## src/rtl/sram2axi_master_if.sv

```systemverilog
// AXI3 channel bundle between the SRAM-style master bridge and its slave.
// Master drives AW/W/AR and the B/R readies; the slave drives the rest.
interface sram2axi_master_if #(
  parameter int unsigned DATA_WIDTH = 32,
  parameter int unsigned ADDR_WIDTH = 32,
  parameter int unsigned ID_WIDTH   = 4
) ();
  localparam int unsigned STRB_WIDTH = DATA_WIDTH / 8;

  logic [ADDR_WIDTH-1:0] AWADDR;
  logic [3:0]            AWLEN;
  logic [2:0]            AWSIZE;
  logic [1:0]            AWBURST;
  logic [ID_WIDTH-1:0]   AWID;
  logic                  AWVALID;
  logic                  AWREADY;

  logic [DATA_WIDTH-1:0] WDATA;
  logic [STRB_WIDTH-1:0] WSTRB;
  logic                  WLAST;
  logic [ID_WIDTH-1:0]   WID;
  logic                  WVALID;
  logic                  WREADY;

  logic [ID_WIDTH-1:0]   BID;
  logic [1:0]            BRESP;
  logic                  BVALID;
  logic                  BREADY;

  logic [ADDR_WIDTH-1:0] ARADDR;
  logic [3:0]            ARLEN;
  logic [2:0]            ARSIZE;
  logic [1:0]            ARBURST;
  logic [ID_WIDTH-1:0]   ARID;
  logic                  ARVALID;
  logic                  ARREADY;

  logic [DATA_WIDTH-1:0] RDATA;
  logic [1:0]            RRESP;
  logic                  RLAST;
  logic [ID_WIDTH-1:0]   RID;
  logic                  RVALID;
  logic                  RREADY;

  modport master (
    output AWADDR, AWLEN, AWSIZE, AWBURST, AWID, AWVALID,
    input  AWREADY,
    output WDATA, WSTRB, WLAST, WID, WVALID,
    input  WREADY,
    input  BID, BRESP, BVALID,
    output BREADY,
    output ARADDR, ARLEN, ARSIZE, ARBURST, ARID, ARVALID,
    input  ARREADY,
    input  RDATA, RRESP, RLAST, RID, RVALID,
    output RREADY
  );

  modport slave (
    input  AWADDR, AWLEN, AWSIZE, AWBURST, AWID, AWVALID,
    output AWREADY,
    input  WDATA, WSTRB, WLAST, WID, WVALID,
    output WREADY,
    output BID, BRESP, BVALID,
    input  BREADY,
    input  ARADDR, ARLEN, ARSIZE, ARBURST, ARID, ARVALID,
    output ARREADY,
    output RDATA, RRESP, RLAST, RID, RVALID,
    input  RREADY
  );
endinterface

```

## src/rtl/sram2axi_master.sv

```systemverilog
// SRAM-style request bus (req/addr_ok/data_ok) to AXI3 single-beat master.
// Only one transaction is ever outstanding, so BID/RID are not inspected.
module sram2axi_master #(
  parameter int unsigned DATA_WIDTH = 32,
  parameter int unsigned ADDR_WIDTH = 32,
  parameter int unsigned ID_WIDTH   = 4,
  parameter int unsigned STRB_WIDTH = DATA_WIDTH / 8,
  parameter int unsigned MASTER_ID  = 0
) (
  input  logic                  ACLK,
  input  logic                  ARESETn,
  input  logic                  cpu_req,
  input  logic                  cpu_we,
  input  logic [ADDR_WIDTH-1:0] cpu_address,
  input  logic [DATA_WIDTH-1:0] cpu_wdata,
  input  logic [STRB_WIDTH-1:0] cpu_wmask,
  output logic                  cpu_addr_ok,
  output logic                  cpu_data_ok,
  output logic [DATA_WIDTH-1:0] cpu_rdata,
  output logic                  cpu_err,
  sram2axi_master_if.master     axi
);

  localparam logic [2:0]          AxSize = 3'($clog2(STRB_WIDTH));
  localparam logic [ID_WIDTH-1:0] AxId   = ID_WIDTH'(MASTER_ID);

  typedef enum logic [2:0] {StIdle, StAr, StR, StAwW, StB, StDone} state_e;

  state_e state_q, state_d;

  logic [ADDR_WIDTH-1:0] addr_q;
  logic [DATA_WIDTH-1:0] wdata_q;
  logic [STRB_WIDTH-1:0] wmask_q;
  logic                  awvalid_q, awvalid_d;
  logic                  wvalid_q, wvalid_d;
  logic                  arvalid_q, rready_q, bready_q;
  logic                  err_d;
  logic                  accept;
  logic                  r_last_beat;

  assign accept      = (state_q == StIdle) && cpu_req;
  assign cpu_addr_ok = (state_q == StIdle);
  assign r_last_beat = (state_q == StR) && axi.RVALID && axi.RLAST;

  always_comb begin
    state_d = state_q;
    err_d   = 1'b0;
    case (state_q)
      StIdle: if (cpu_req) state_d = cpu_we ? StAwW : StAr;
      StAr:   if (axi.ARREADY) state_d = StR;
      StR: begin
        if (axi.RVALID && axi.RLAST) begin
          state_d = StDone;
          err_d   = |axi.RRESP;
        end
      end
      StAwW: begin
        // A channel counts as done if it already handshook or does so now.
        if ((!awvalid_q || axi.AWREADY) && (!wvalid_q || axi.WREADY)) state_d = StB;
      end
      StB: begin
        if (axi.BVALID) begin
          state_d = StDone;
          err_d   = |axi.BRESP;
        end
      end
      StDone:  state_d = StIdle;
      default: state_d = StIdle;
    endcase
  end

  always_comb begin
    awvalid_d = awvalid_q;
    wvalid_d  = wvalid_q;
    if (accept && cpu_we) begin
      awvalid_d = 1'b1;
      wvalid_d  = 1'b1;
    end else begin
      if (awvalid_q && axi.AWREADY) awvalid_d = 1'b0;
      if (wvalid_q && axi.WREADY)   wvalid_d  = 1'b0;
    end
  end

  always_ff @(posedge ACLK or negedge ARESETn) begin
    if (!ARESETn) begin
      state_q <= StIdle;
    end else begin
      state_q <= state_d;
    end
  end

  always_ff @(posedge ACLK or negedge ARESETn) begin
    if (!ARESETn) begin
      awvalid_q   <= 1'b0;
      wvalid_q    <= 1'b0;
      arvalid_q   <= 1'b0;
      rready_q    <= 1'b0;
      bready_q    <= 1'b0;
      cpu_data_ok <= 1'b0;
      cpu_err     <= 1'b0;
      cpu_rdata   <= '0;
      addr_q      <= '0;
      wdata_q     <= '0;
      wmask_q     <= '0;
    end else begin
      awvalid_q   <= awvalid_d;
      wvalid_q    <= wvalid_d;
      arvalid_q   <= (state_d == StAr);
      rready_q    <= (state_d == StR);
      bready_q    <= (state_d == StB);
      cpu_data_ok <= (state_d == StDone);
      cpu_err     <= err_d;
      if (accept) begin
        addr_q  <= cpu_address;
        wdata_q <= cpu_wdata;
        wmask_q <= cpu_wmask;
      end
      if (r_last_beat) cpu_rdata <= axi.RDATA;
    end
  end

  assign axi.AWADDR  = addr_q;
  assign axi.AWLEN   = 4'd0;
  assign axi.AWSIZE  = AxSize;
  assign axi.AWBURST = 2'b01;
  assign axi.AWID    = AxId;
  assign axi.AWVALID = awvalid_q;

  assign axi.WDATA   = wdata_q;
  assign axi.WSTRB   = wmask_q;
  assign axi.WLAST   = wvalid_q;
  assign axi.WID     = AxId;
  assign axi.WVALID  = wvalid_q;

  assign axi.BREADY  = bready_q;

  assign axi.ARADDR  = addr_q;
  assign axi.ARLEN   = 4'd0;
  assign axi.ARSIZE  = AxSize;
  assign axi.ARBURST = 2'b01;
  assign axi.ARID    = AxId;
  assign axi.ARVALID = arvalid_q;

  assign axi.RREADY  = rready_q;

  logic unused_ok;
  assign unused_ok = ^{axi.BID, axi.RID};

endmodule

```

## src/flat_wrapper.sv

```systemverilog
// flat-port wrapper written by rule: the top's interface ports become plain ports
module sram2axi_master_flat 
#(
  parameter int unsigned DATA_WIDTH = 32,
  parameter int unsigned ADDR_WIDTH = 32,
  parameter int unsigned ID_WIDTH   = 4,
  parameter int unsigned STRB_WIDTH = DATA_WIDTH / 8,
  parameter int unsigned MASTER_ID  = 0
)
  (ACLK, ARESETn, cpu_req, cpu_we, cpu_address, cpu_wdata, cpu_wmask, cpu_addr_ok, cpu_data_ok, cpu_rdata, cpu_err, axi_AWADDR, axi_AWLEN, axi_AWSIZE, axi_AWBURST, axi_AWID, axi_AWVALID, axi_AWREADY, axi_WDATA, axi_WSTRB, axi_WLAST, axi_WID, axi_WVALID, axi_WREADY, axi_BID, axi_BRESP, axi_BVALID, axi_BREADY, axi_ARADDR, axi_ARLEN, axi_ARSIZE, axi_ARBURST, axi_ARID, axi_ARVALID, axi_ARREADY, axi_RDATA, axi_RRESP, axi_RLAST, axi_RID, axi_RVALID, axi_RREADY);
  sram2axi_master_if #(.DATA_WIDTH(DATA_WIDTH), .ADDR_WIDTH(ADDR_WIDTH), .ID_WIDTH(ID_WIDTH)) axi_i ();
  input  logic ACLK;
  input  logic ARESETn;
  input  logic cpu_req;
  input  logic cpu_we;
  input  logic [ADDR_WIDTH-1:0] cpu_address;
  input  logic [DATA_WIDTH-1:0] cpu_wdata;
  input  logic [STRB_WIDTH-1:0] cpu_wmask;
  output logic cpu_addr_ok;
  output logic cpu_data_ok;
  output logic [DATA_WIDTH-1:0] cpu_rdata;
  output logic cpu_err;
  output wire logic [$bits(axi_i.AWADDR)-1:0] axi_AWADDR;
  output wire logic [$bits(axi_i.AWLEN)-1:0] axi_AWLEN;
  output wire logic [$bits(axi_i.AWSIZE)-1:0] axi_AWSIZE;
  output wire logic [$bits(axi_i.AWBURST)-1:0] axi_AWBURST;
  output wire logic [$bits(axi_i.AWID)-1:0] axi_AWID;
  output wire logic [$bits(axi_i.AWVALID)-1:0] axi_AWVALID;
  input wire logic [$bits(axi_i.AWREADY)-1:0] axi_AWREADY;
  output wire logic [$bits(axi_i.WDATA)-1:0] axi_WDATA;
  output wire logic [$bits(axi_i.WSTRB)-1:0] axi_WSTRB;
  output wire logic [$bits(axi_i.WLAST)-1:0] axi_WLAST;
  output wire logic [$bits(axi_i.WID)-1:0] axi_WID;
  output wire logic [$bits(axi_i.WVALID)-1:0] axi_WVALID;
  input wire logic [$bits(axi_i.WREADY)-1:0] axi_WREADY;
  input wire logic [$bits(axi_i.BID)-1:0] axi_BID;
  input wire logic [$bits(axi_i.BRESP)-1:0] axi_BRESP;
  input wire logic [$bits(axi_i.BVALID)-1:0] axi_BVALID;
  output wire logic [$bits(axi_i.BREADY)-1:0] axi_BREADY;
  output wire logic [$bits(axi_i.ARADDR)-1:0] axi_ARADDR;
  output wire logic [$bits(axi_i.ARLEN)-1:0] axi_ARLEN;
  output wire logic [$bits(axi_i.ARSIZE)-1:0] axi_ARSIZE;
  output wire logic [$bits(axi_i.ARBURST)-1:0] axi_ARBURST;
  output wire logic [$bits(axi_i.ARID)-1:0] axi_ARID;
  output wire logic [$bits(axi_i.ARVALID)-1:0] axi_ARVALID;
  input wire logic [$bits(axi_i.ARREADY)-1:0] axi_ARREADY;
  input wire logic [$bits(axi_i.RDATA)-1:0] axi_RDATA;
  input wire logic [$bits(axi_i.RRESP)-1:0] axi_RRESP;
  input wire logic [$bits(axi_i.RLAST)-1:0] axi_RLAST;
  input wire logic [$bits(axi_i.RID)-1:0] axi_RID;
  input wire logic [$bits(axi_i.RVALID)-1:0] axi_RVALID;
  output wire logic [$bits(axi_i.RREADY)-1:0] axi_RREADY;
  assign axi_AWADDR = axi_i.AWADDR;
  assign axi_AWLEN = axi_i.AWLEN;
  assign axi_AWSIZE = axi_i.AWSIZE;
  assign axi_AWBURST = axi_i.AWBURST;
  assign axi_AWID = axi_i.AWID;
  assign axi_AWVALID = axi_i.AWVALID;
  assign axi_i.AWREADY = axi_AWREADY;
  assign axi_WDATA = axi_i.WDATA;
  assign axi_WSTRB = axi_i.WSTRB;
  assign axi_WLAST = axi_i.WLAST;
  assign axi_WID = axi_i.WID;
  assign axi_WVALID = axi_i.WVALID;
  assign axi_i.WREADY = axi_WREADY;
  assign axi_i.BID = axi_BID;
  assign axi_i.BRESP = axi_BRESP;
  assign axi_i.BVALID = axi_BVALID;
  assign axi_BREADY = axi_i.BREADY;
  assign axi_ARADDR = axi_i.ARADDR;
  assign axi_ARLEN = axi_i.ARLEN;
  assign axi_ARSIZE = axi_i.ARSIZE;
  assign axi_ARBURST = axi_i.ARBURST;
  assign axi_ARID = axi_i.ARID;
  assign axi_ARVALID = axi_i.ARVALID;
  assign axi_i.ARREADY = axi_ARREADY;
  assign axi_i.RDATA = axi_RDATA;
  assign axi_i.RRESP = axi_RRESP;
  assign axi_i.RLAST = axi_RLAST;
  assign axi_i.RID = axi_RID;
  assign axi_i.RVALID = axi_RVALID;
  assign axi_RREADY = axi_i.RREADY;
  sram2axi_master #(.DATA_WIDTH(DATA_WIDTH), .ADDR_WIDTH(ADDR_WIDTH), .ID_WIDTH(ID_WIDTH), .STRB_WIDTH(STRB_WIDTH), .MASTER_ID(MASTER_ID)) u_core (.ACLK(ACLK), .ARESETn(ARESETn), .cpu_req(cpu_req), .cpu_we(cpu_we), .cpu_address(cpu_address), .cpu_wdata(cpu_wdata), .cpu_wmask(cpu_wmask), .cpu_addr_ok(cpu_addr_ok), .cpu_data_ok(cpu_data_ok), .cpu_rdata(cpu_rdata), .cpu_err(cpu_err), .axi(axi_i));
endmodule
```

## config.mk

```make
export PLATFORM = sky130hd
export DESIGN_NAME = sram2axi_master_flat
export DESIGN_NICKNAME = d
export VERILOG_FILES = /design/src/rtl/sram2axi_master_if.sv /design/src/rtl/sram2axi_master.sv /design/src/flat_wrapper.sv
export SDC_FILE = /design/constraint.sdc
export NUM_CORES = 1
export LEC_CHECK = 0
export CORE_AREA = 2 2 115 117
export CTS_CLUSTER_DIAMETER = 50
export DETAILED_ROUTE_END_ITERATION = 8
export DIE_AREA = 0 0 117 119
export PLACE_DENSITY = 0.77
export SETUP_SLACK_MARGIN = 0.3
export SYNTH_ARGS = -nofsm -noshare
export SYNTH_HDL_FRONTEND = slang
export SYNTH_SLANG_ARGS = --single-unit
```

## constraint.sdc

```tcl
create_clock -name ACLK -period 4.15 [get_ports ACLK]
set_input_delay 0.6225 -clock ACLK [delete_from_list [all_inputs] [get_ports ACLK]]
set_output_delay 0.6225 -clock ACLK [all_outputs]
set_load 0.05 [all_outputs]
```

==> results.txt, run 1 <==
----------------------------------------------------
[STA]
  Final worst path period need ... 2.78 ns
  Fmax achieved ... 359 MHz
  Unrepaired setup endpoints after global routing ... no
  Final hold violation count ... 0
  Worst Clk Skew ... 0.00505 ns
  Total negative slack ... 0 ns
  Actual slew at the worst max-slew pin ... 0.994 ns
  Post-route fraction of the period consumed by the critical path ... 67.1%
  Endpoints failing setup ... 0
  Number of slew-limit violations in the final report ... 0
  Slew headroom ... 33.8%

[Floorplanning]
  Die Y ... 119 um
  Effective utilization at floorplan ... 36.1%
  Number of core rows ... 42
  Die Outline Area ... 13,900 um2
  X dimension of the die ... 117 um
  Placeable Area ... 12,900 um2
  Top-level port count ... 293

[Route]
  Total detailed-routing wirelength ... 11.2 mm
  DRC ... 0
  Drt pass-1 iters ... 6
  Mean number of vias per cell ... 4.43
  Number of nets with antenna violations after routing ... 0
  Routed via count ... 3,204
  Wire per inst ... 15.5 um
  Initial DRC count ... 97

[Synth]
  Dominant combinational cell family by area after synthesis ... multiplexers
  Warnings from Yosys ... 0
  Sequential cell area fraction in the yosys report ... 59.2%
  Number of storage elements in the synthesis netlist ... 110
  Mean instance size in the synthesized netlist ... 14.5 um2
  Area of the mapped netlist ... 4650 um2
  Number of distinct library cells after synthesis ... 26
  Dominant cells by area after synthesis ... dfrtp_1 59%, mux2_2 22%, buf_4 10%, mux2_1 2.4%, buf_2 1.2%
  Mux contribution to synthesized area ... 24.4%
  Xor/xnor cell area share of the yosys netlist ... 0%
  Post-synthesis share of cell area spent on full adders, half adders and majority gates ... 0%
  Post-synthesis cell count ... 321
  Post-synthesis compound-gate area fraction ... 1.53%
  Simple-gate share of the synthesized area ... 2.90%
  Cell taking the most area after synthesis ... dfrtp_1
  Top-area cell type share of the netlist area ... 59.2%

[Cells and area]
  Fillers ... 1,092
  N_diodes ... 0
  Fraction of layout cells with a size suffix above 1 ... 20.5%
  Net count of the finished layout ... 664
  Layout overhead on the synthesized area ... 56.5%

[Min path]
  Class of the worst hold path ... in2async

[CTS]
  Number of sinks on the clock net ... 110
  Clock buffer count from CTS ... 9
  CTS root buf ... clkbuf_16
  CTS Buffer Depth ... 2
  Resized cells post-CTS ... 0
  Clock slew seen by the registers of the worst setup and hold paths ... 0.07 ns
  Clk Latency, worst-skew pair ... 0.34 ns
  TritonCTS clock tree ... yes
  H-tree levels ... 3
  Post-CTS Setup Inserts ... 0
  CTS Hold Bufs ... 0

[Critical path]
  Kind of capture point of the worst setup path ... primary output
  Kind of critical path ... reg2out
  CP required ... 3.53 ns
  Crit path DAT ... 2.16 ns
  Kind of start point of the critical path ... register
  Maximum fanout count along the critical path ... 10

[Global routing]
  Total gr overflow ... 0
  Wire length of the first global-routing pass ... 16.9 mm
  Number of global-route vias before repair ... 3,365
  Overall fraction of global-route tracks in use ... 16.1%
  Maximum number of pins on one net before global-route repair ... 81
  Number of antenna violations at the first check in global routing ... 0

[Run]
  Max-cap viol count ... 0

[Placed design]
  Final weighted congestion in routability-driven placement ... 0.716
  Buffers added on ports ... 254
  HPWL reported at the end of detailed placement ... 8.59 mm

[Run status]
  Status ... complete, no violations

----------------------------------------------------
## layer usage
metal,vias up,GRT usage (%),share of wire (%)
met3,26,5.55,9.1
li1,1445,-,-
met1,1572,16.1,34
met4,0,8.38,3.5
met5,-,0,0
met2,161,28.8,53
## cell type report
class	instances	area, um2	share of cell area, %
sequential	110	2750	37.8
tap	176	220	3.02
clock inverter	5	50.0	0.687
timing repair buffer	258	2570	35.3
clock buffer	11	233	3.19
inverter	1	3.75	0.0515
multi-input combinational	162	1460	20.0
## synthesized netlist by cell type, drive strengths merged
library cell and instances:
nor2 5, nand4b 2, mux2i 1, and2 1, a311oi 1, nand2 4, dfrtp 110, o21ai 1
a21oi 5, o221ai 1, nor4b 1, o31ai 1, or2 1, nand3b 2, inv 1, mux2 100
buf 76, a211oi 1, and3b 2, nand2b 2, a211o 1, conb 2
## through the flow
stage | util [%] | std cells | instance area [um2] | worst slack (ns) | hold slack (ns)
5_1_grt | 56.6 | 723 | 7280 | 1.28 | 0.523
2_1_floorplan | - | 349 | 4760 | 2.05 | 0.327
4_1_cts | 56.6 | 723 | 7280 | 1.35 | 0.484
3_3_place_gp | 54.4 | 707 | 7000 | 1.62 | 0.472
6_report | 56.6 | 723 | 7280 | 1.37 | 0.445
3_5_place_dp | 54.4 | 707 | 7000 | 1.56 | 0.478
## placed cells by master (no fill, tap or decap), types with 2 or more instances in the layout
| master | instances |
|---|---|
| nand2b_1 | 2 |
| clkbuf_16 | 9 |
| dfrtp_1 | 110 |
| nand2_1 | 4 |
| nand4b_1 | 2 |
| and3b_1 | 2 |
| nand3b_1 | 2 |
| clkinv_2 | 4 |
| conb_1 | 30 |
| mux2_1 | 10 |
| a21oi_1 | 5 |
| nor2_1 | 4 |
| clkbuf_1 | 2 |
| buf_4 | 5 |
| clkdlybuf4s50_1 | 253 |
| mux2_2 | 90 |
## state kept, by name, summed over array words and instances, names as in the netlist
name	count
u_core.axi.BREADY	1
u_core.cpu_err	1
u_core.cpu_rdata	32
u_core.axi.RREADY	1
u_core.axi.WLAST	1
u_core.axi.AWVALID	1
u_core.axi.ARADDR	32
u_core.axi.WSTRB	4
u_core.state_q	3
u_core.axi.WDATA	32
u_core.axi.ARVALID	1
u_core.cpu_data_ok	1
## worst paths after layout
check                                                 start  depth (start not counted)  slack [ns]                               end
min in group ACLK          u_core.cpu_rdata[20]$_DFFE_PN0P_                          1        0.51  u_core.cpu_rdata[20]$_DFFE_PN0P_
max in group asynchronous                           ARESETn                          2        2.74   u_core.axi.WDATA[3]$_DFFE_PN0P_
max                             u_core.state_q[1]$_DFF_PN0_                          3        1.37                       cpu_addr_ok
max reg2reg                     u_core.state_q[1]$_DFF_PN0_                          5        2.13      u_core.axi.ARVALID$_DFF_PN0_
min reg2reg                u_core.cpu_rdata[20]$_DFFE_PN0P_                          1        0.51  u_core.cpu_rdata[20]$_DFFE_PN0P_
min                                                 ARESETn                          1        0.45  u_core.axi.ARADDR[9]$_DFFE_PN0P_
## cells by family after synthesis
group           count (synthesis)
flops                         110
compound gates                 11
mux                           101
other cells                     2
buf+inv                        77
simple gates                   20
## critical path, stage by stage (launching register included)
cell	delay (ns)
dfrtp_1	0.50
or2_2	0.38
nor2_1	0.10
clkdlybuf4s50_1	0.83
Power of run 1 is not shown: default switching activity piles up to over one toggle a cycle in this logic, so the estimate is an artifact.
==> run 2: changes to the inputs <==
--- a/config.mk
+++ b/config.mk
@@ -5,11 +5,11 @@
 export SDC_FILE = /design/constraint.sdc
 export NUM_CORES = 1
 export LEC_CHECK = 0
-export CORE_AREA = 2 2 115 117
+export CORE_MARGIN = 2
+export CORE_UTILIZATION = 33
 export CTS_CLUSTER_DIAMETER = 50
 export DETAILED_ROUTE_END_ITERATION = 8
-export DIE_AREA = 0 0 117 119
-export PLACE_DENSITY = 0.77
+export PLACE_DENSITY = 0.72
 export SETUP_SLACK_MARGIN = 0.3
 export SYNTH_ARGS = -nofsm -noshare
 export SYNTH_HDL_FRONTEND = slang
==> constraint.sdc (replaced) <==
create_clock -name ACLK -period 2.3 [get_ports ACLK]
set_input_delay 0.345 -clock ACLK [delete_from_list [all_inputs] [get_ports ACLK]]
set_output_delay 0.345 -clock ACLK [all_outputs]
set_load 0.05 [all_outputs]
==> run 2 against run 1 <==
Net effect:
- critical path depth down 2
- clock skew grew 0.0035 ns
- hold slack better by 0.049 ns
- die area rose by 8.2%
- clock-buffer cell count shrank 1
- largest cell class unchanged
- non-clock buffer count increased by 3
- flip-flop and latch count unchanged
- worst setup slack got worse by 0.97 ns
- register-to-register slack lost 1.6 ns
==> results.txt, run 2 (synthesized netlist as in run 1, its figures left out) <==
----------------------------------------------------
[Route]
  DRC ... 0 (unchanged)
  Initial DRC count ... 46 (-53%)
  Drt pass-1 iters ... 4 (-2)
  Total detailed-routing wirelength ... 11.1 mm (-0.71%)
  Wire per inst ... 15.3 um (-1.7%)
  Mean number of vias per cell ... 4.41 (-0.46%)
  Routed via count ... 3,220 (+0.50%)
  Number of nets with antenna violations after routing ... 0 (unchanged)

[STA]
  Final worst setup slack ... 0.394 ns (-0.972 ns)
  Worst Clk Skew ... 0.00857 ns (+0.00352 ns)
  Final worst path period need ... 1.91 ns
  Endpoints failing setup ... 0 (unchanged)
  Post-Route Hold Slack ... 0.494 ns (+0.0489 ns)
  Post-route fraction of the period consumed by the critical path ... 82.9%
  Slew headroom ... 62.9% (+29 points)
  Fmax achieved ... 525 MHz
  Final hold violation count ... 0 (unchanged)
  Actual slew at the worst max-slew pin ... 0.554 ns (-0.439 ns)
  Total negative slack ... 0 ns (unchanged)
  Number of slew-limit violations in the final report ... 0 (unchanged)
  Unrepaired setup endpoints after global routing ... no

[Critical path]
  WP depth ... 1 (-2)
  Library cell contributing the largest single delay on the critical path ... clkdlybuf4s50_1
  Kind of start point of the critical path ... register
  Kind of capture point of the worst setup path ... primary output
  Capture point of the worst reg-to-reg path ... u_core.axi.ARADDR[7]$_DFFE_PN0P_
  Critical-path cell list ... clkdlybuf4s50_1
  Largest delay contributor family on the critical path ... buffers and inverters
  Startpoint of the worst-slack reg-to-reg timing path ... u_core.state_q[0]$_DFF_PN0_
  Critical Path Max Stage Delay ... 0.82 ns (about the same)
  Launch point of the worst path ... u_core.axi.WLAST$_DFFE_PN0P_
  CP required ... 1.96 ns (-1.57 ns)
  Kind of critical path ... reg2out
  Worst Reg2Reg Path Length in Cells ... 3 (-2)
  Crit path DAT ... 1.56 ns (-0.60 ns)
  Maximum fanout count along the critical path ... 3 (-7)
  Worst Setup EP ... axi_WVALID
  Crit path buf inv count ... 1 (unchanged)
  Internal reg-to-reg setup slack ... 0.53 ns (-1.60 ns)

[Global routing]
  Fraction of met3 tracks used by global routing ... 4.60% (-0.95 points)
  Number of antenna violations at the first check in global routing ... 0 (unchanged)
  Wire length of the first global-routing pass ... 16.9 mm (-0.12%)
  Maximum number of pins on one net before global-route repair ... 46 (-43%)
  Overall fraction of global-route tracks in use ... 14.7% (-1.4 points)
  GR Layer Usage met1 ... 15.7% (-0.38 points)
  Busiest metal layer after global routing ... met2
  Global-route track usage on met2 ... 26.9% (-1.9 points)
  Number of global-route vias before repair ... 3,303 (-1.8%)
  Total gr overflow ... 0 (unchanged)

[CTS]
  Number of sinks on the clock net ... 110 (unchanged)
  H-tree levels ... 3 (unchanged)
  Clock buffer count from CTS ... 9 (unchanged)
  Clock slew seen by the registers of the worst setup and hold paths ... 0.07 ns (about the same)
  CTS Buffer Depth ... 2 (unchanged)
  Clk Latency, worst-skew pair ... 0.35 ns (about the same)
  Post-CTS Setup Inserts ... 0 (unchanged)
  CTS root buf ... clkbuf_16
  TritonCTS clock tree ... yes

[Cells and area]
  Finished Layout Cells ... 730 (+0.97%)
  Leading cell type in the layout, fill and taps excluded ... clkdlybuf4s50_1
  N_diodes ... 0 (unchanged)
  Most used cells in the layout excluding fill and tap cells ... 252 x clkdlybuf4s50_1, 109 x dfrtp_1, 90 x mux2_2
  Layout overhead on the synthesized area ... 58.3%
  Net count of the finished layout ... 667 (+0.45%)
  Fraction of layout cells with a size suffix above 1 ... 21.5% (+0.98 points)
  Fillers ... 1,163 (+6.5%)

[Min path]
  Class of the worst hold path ... in2async

[Floorplanning]
  Die Outline Area ... 15,100 um2 (+8.2%)
  Placeable Area ... 13,800 um2 (+7.4%)
  Effective utilization at floorplan ... 33.7% (-2.5 points)
  X dimension of the die ... 123 um (+4.9%)
  Number of core rows ... 43 (+2.4%)
  Die Y ... 123 um (+3.1%)
  Top-level port count ... 293 (unchanged)

[Placed design]
  Final weighted congestion in routability-driven placement ... 0.668 (-6.7%)
  Count of placed standard cells including taps ... 713 (+0.85%)
  Buffers added on ports ... 254 (unchanged)
  HPWL reported at the end of detailed placement ... 8.58 mm (-0.17%)
  Post-Place Worst Slack ... 0.210 ns (-1.35 ns)

[Run status]
  Status ... complete, no violations

[Run]
  Max-cap viol count ... 0 (unchanged)

----------------------------------------------------
==> run 2: through the flow <==
stage,util (%),cell area [um2]
after floorplan,-,4760
after global placement,51.1,7070
after detailed placement,51.1,7070
after CTS,53.3,7360
after global routing,53.3,7360
final,53.3,7360
==> run 2: per-layer routing <==
| layer | share of wire, % | wire, um |
|---|---|---|
| met5 | 0 | 0 |
| met4 | 1.5 | 172 |
| met3 | 8.9 | 989 |
| met2 | 54 | 6030 |
| met1 | 35 | 3940 |
==> run 2: layout make-up <==
cell class | instances | area (um2) | share of cell area, %
inverter | 1 | 3.75 | 0.0510
clock buffer | 10 | 239 | 3.24
clock inverter | 6 | 45.0 | 0.612
tap | 180 | 225 | 3.06
sequential | 110 | 2750 | 37.4
multi-input combinational | 162 | 1460 | 19.8
timing repair buffer | 261 | 2640 | 35.9
==> run 2: worst min path at each step <==
stage and end:
3_3_place_gp u_core.axi.WDATA[24]$_DFFE_PN0P_, 4_1_cts u_core.axi.WDATA[28]$_DFFE_PN0P_, 2_1_floorplan u_core.axi.ARADDR[0]$_DFFE_PN0P_, 5_1_grt u_core.axi.WDATA[0]$_DFFE_PN0P_, 6_report u_core.axi.WDATA[24]$_DFFE_PN0P_, 3_5_place_dp u_core.axi.WDATA[24]$_DFFE_PN0P_
==> run 2: timing repair <==
| item | 4_1_cts | 5_1_grt |
|---|---|---|
| hold buffers | 1 | 0 |
| hold endpoints to repair | 29 | 0 |
| gates resized for setup | 0 | 1 |
| setup endpoints to repair | 0 | 1 |
Power of run 2 is left out for the same reason.
==> run 3: changes to the inputs <==
==> constraint.sdc (replaced) <==
create_clock -name ACLK -period 1.75 [get_ports ACLK]
set_input_delay 0.2625 -clock ACLK [delete_from_list [all_inputs] [get_ports ACLK]]
set_output_delay 0.2625 -clock ACLK [all_outputs]
set_load 0.05 [all_outputs]
==> run 3 against run 2 <==
Net effect:
- flip-flop and latch count unchanged
- clock-buffer cell count decreased by 1
- via count increased by 6.4%
- hold slack got worse by 0.074 ns
- non-clock buffer count increased by 38
- first-iteration DRC count increased by 63%
- global-route usage increased by 0.80 points
- sequential share of layout area decreased by 3.3 points
- die area unchanged
- routed wire length increased by 20%
- largest cell class is now buffers
- design area increased by 9.8%
==> results.txt, run 3 (synthesized netlist as in run 1, its figures left out) <==
----------------------------------------------------
[Cells and area]
  Fillers ... 1,062 (-8.7%)
  N_diodes ... 0 (unchanged)
  Layout overhead on the synthesized area ... 73.8%
  Most used cells in the layout excluding fill and tap cells ... 144 x buf_4, 112 x clkdlybuf4s50_1, 106 x dfrtp_1
  Net count of the finished layout ... 705 (+5.7%)
  Area of combinational cells with multiple inputs ... 1890 um2 (+30%)
  Fraction of layout cells with a size suffix above 1 ... 53.9% (+32 points)
  Leading cell type in the layout, fill and taps excluded ... buf_4
  Footprint of the flip-flops and latches ... 2760 um2 (+0.14%)

[Route]
  Mean number of vias per cell ... 4.46 (+1.2%)
  Drt pass-1 iters ... 4 (unchanged)
  Initial DRC count ... 75 (+63%)
  Routed via count ... 3,427 (+6.4%)
  Total detailed-routing wirelength ... 13.3 mm (+20%)
  DRC ... 0 (unchanged)
  Wire per inst ... 17.3 um (+14%)
  Number of nets with antenna violations after routing ... 0 (unchanged)

[CTS]
  Clock slew seen by the registers of the worst setup and hold paths ... 0.07 ns (about the same)
  Number of sinks on the clock net ... 110 (unchanged)
  Clk Latency, worst-skew pair ... 0.34 ns (about the same)
  TritonCTS clock tree ... yes
  H-tree levels ... 3 (unchanged)
  CTS Buffer Depth ... 2 (unchanged)
  CTS root buf ... clkbuf_16
  Clock buffer count from CTS ... 9 (unchanged)

[Global routing]
  Number of global-route vias before repair ... 3,446 (+4.3%)
  Wire length of the first global-routing pass ... 17.5 mm (+3.2%)
  Overall fraction of global-route tracks in use ... 15.5% (+0.80 points)
  Total gr overflow ... 0 (unchanged)
  Number of antenna violations at the first check in global routing ... 0 (unchanged)
  Maximum number of pins on one net before global-route repair ... 42 (-8.7%)

[Critical path]
  Crit path DAT ... 1.96 ns (+0.40 ns)
  Kind of capture point of the worst setup path ... register
  Critical Path Max Stage Delay ... 0.44 ns (-0.38 ns)
  Internal reg-to-reg setup slack ... 0.02 ns (-0.51 ns)
  Kind of start point of the critical path ... register
  Maximum fanout count along the critical path ... 8 (+5)
  Startpoint of the worst-slack reg-to-reg timing path ... u_core.state_q[0]$_DFF_PN0_
  Capture point of the worst reg-to-reg path ... u_core.cpu_rdata[28]$_DFFE_PN0P_
  Critical-path cell list ... nand4b_1 -> nor2_4 -> buf_12 -> buf_12 -> buf_16 -> mux2_4
  Library cell contributing the largest single delay on the critical path ... dfrtp_2
  Kind of critical path ... reg2reg
  Worst Reg2Reg Path Length in Cells ... 6 (+3)
  Cell with the most instances on the worst path ... buf_12
  CP required ... 1.98 ns (+0.02 ns)

[STA]
  Post-Route Hold Slack ... 0.420 ns (-0.0745 ns)
  Unrepaired setup endpoints after global routing ... yes
  Number of slew-limit violations in the final report ... 0 (unchanged)
  Final worst path period need ... 1.73 ns
  Post-route fraction of the period consumed by the critical path ... 98.8%
  Final hold violation count ... 0 (unchanged)
  Worst Clk Skew ... 0.00492 ns (-0.00365 ns)
  Fmax achieved ... 578 MHz
  Endpoints failing setup ... 0 (unchanged)

[Placed design]
  Buffers added on ports ... 254 (unchanged)
  HPWL reported at the end of detailed placement ... 8.86 mm (+3.3%)
  Final weighted congestion in routability-driven placement ... 0.742 (+11%)

[Floorplanning]
  Effective utilization at floorplan ... 33.7% (unchanged)
  Die Y ... 123 um (unchanged)
  X dimension of the die ... 123 um (unchanged)
  Placeable Area ... 13,800 um2 (unchanged)
  Die Outline Area ... 15,100 um2 (unchanged)
  Number of core rows ... 43 (unchanged)
  Top-level port count ... 293 (unchanged)

[Run status]
  Status ... complete, no violations

[Run]
  Max-cap viol count ... 0 (unchanged)

[Min path]
  Class of the worst hold path ... in2async

----------------------------------------------------
==> run 3: cell types whose count changed in the layout (fill, tap and decap cells not counted), moves of 3 or more <==
cell,previous run,this run
buf_4,4,144
clkdlybuf4s50_1,252,112
mux2_4,0,100
mux2_2,90,0
buf_6,0,13
mux2_1,10,0
clkdlybuf4s15_2,0,9
buf_12,4,10
clkbuf_16,9,14
buf_16,0,4
dfrtp_1,109,106
dfrtp_2,1,4
==> run 3: how the worst max path moves through the flow <==
| stage | from | to | slack (ns) |
|---|---|---|---|
| after floorplan | u_core.state_q[0]$_DFF_PN0_ | u_core.axi.ARADDR[25]$_DFFE_PN0P_ | 0.18 |
| after global placement | cpu_req | u_core.axi.WDATA[6]$_DFFE_PN0P_ | -0.09 |
| after detailed placement | cpu_req | u_core.axi.ARADDR[20]$_DFFE_PN0P_ | -0.16 |
| after CTS | u_core.state_q[1]$_DFF_PN0_ | u_core.axi.ARADDR[2]$_DFFE_PN0P_ | 0.07 |
| after global routing | u_core.state_q[0]$_DFF_PN0_ | u_core.cpu_rdata[28]$_DFFE_PN0P_ | -0.03 |
| final | u_core.state_q[0]$_DFF_PN0_ | u_core.cpu_rdata[28]$_DFFE_PN0P_ | 0.02 |
==> run 3: per-layer routing <==
layer	vias up	global-route usage, %	part of all wire, %
met5	-	0	0
met3	18	4.79	8.0
li1	1531	-	-
met4	0	6.82	1.9
met1	1726	16.0	37
met2	152	28.6	53
==> run 3: metrics by stage <==
step	cells	utilization (%)	TNS [ns]	area, um2	worst slack [ns]
after detailed placement	726	50.4	-10.12	6970	-0.156
after global placement	726	50.4	-5.07	6970	-0.0854
after global routing	768	58.5	-0.241	8090	-0.0307
final	768	58.5	0	8090	0.0205
after floorplan	349	-	0	4870	0.179
after CTS	758	55.0	0	7600	0.0684
==> run 3: cell type report <==
type	instances	area share [%]
timing repair buffer	299	36.0
sequential	110	34.1
multi-input combinational	162	23.3
clock inverter	7	0.990
clock buffer	9	2.78
inverter	1	0.0464
tap	180	2.78
==> run 3: timing repair <==
| item | in CTS | in global routing |
|---|---|---|
| resized for setup | 55 | 83 |
| pin swaps | 1 | 5 |
| hold buffers | 1 | 0 |
| setup endpoints to repair | 113 | 107 |
| buffers inserted | 11 | 4 |
| gates cloned | 4 | 6 |
| endpoints found under the hold margin | 29 | 0 |
==> run 3: worst max-delay path, delay by kind of cell (launching register included) <==
family                 cells  cell delay (ns)
buffers and inverters      3             0.37
AND/OR/NAND/NOR            2             0.50
multiplexers               1             0.30
flip-flops                 1             0.44
Power of run 3 is left out for the same reason.
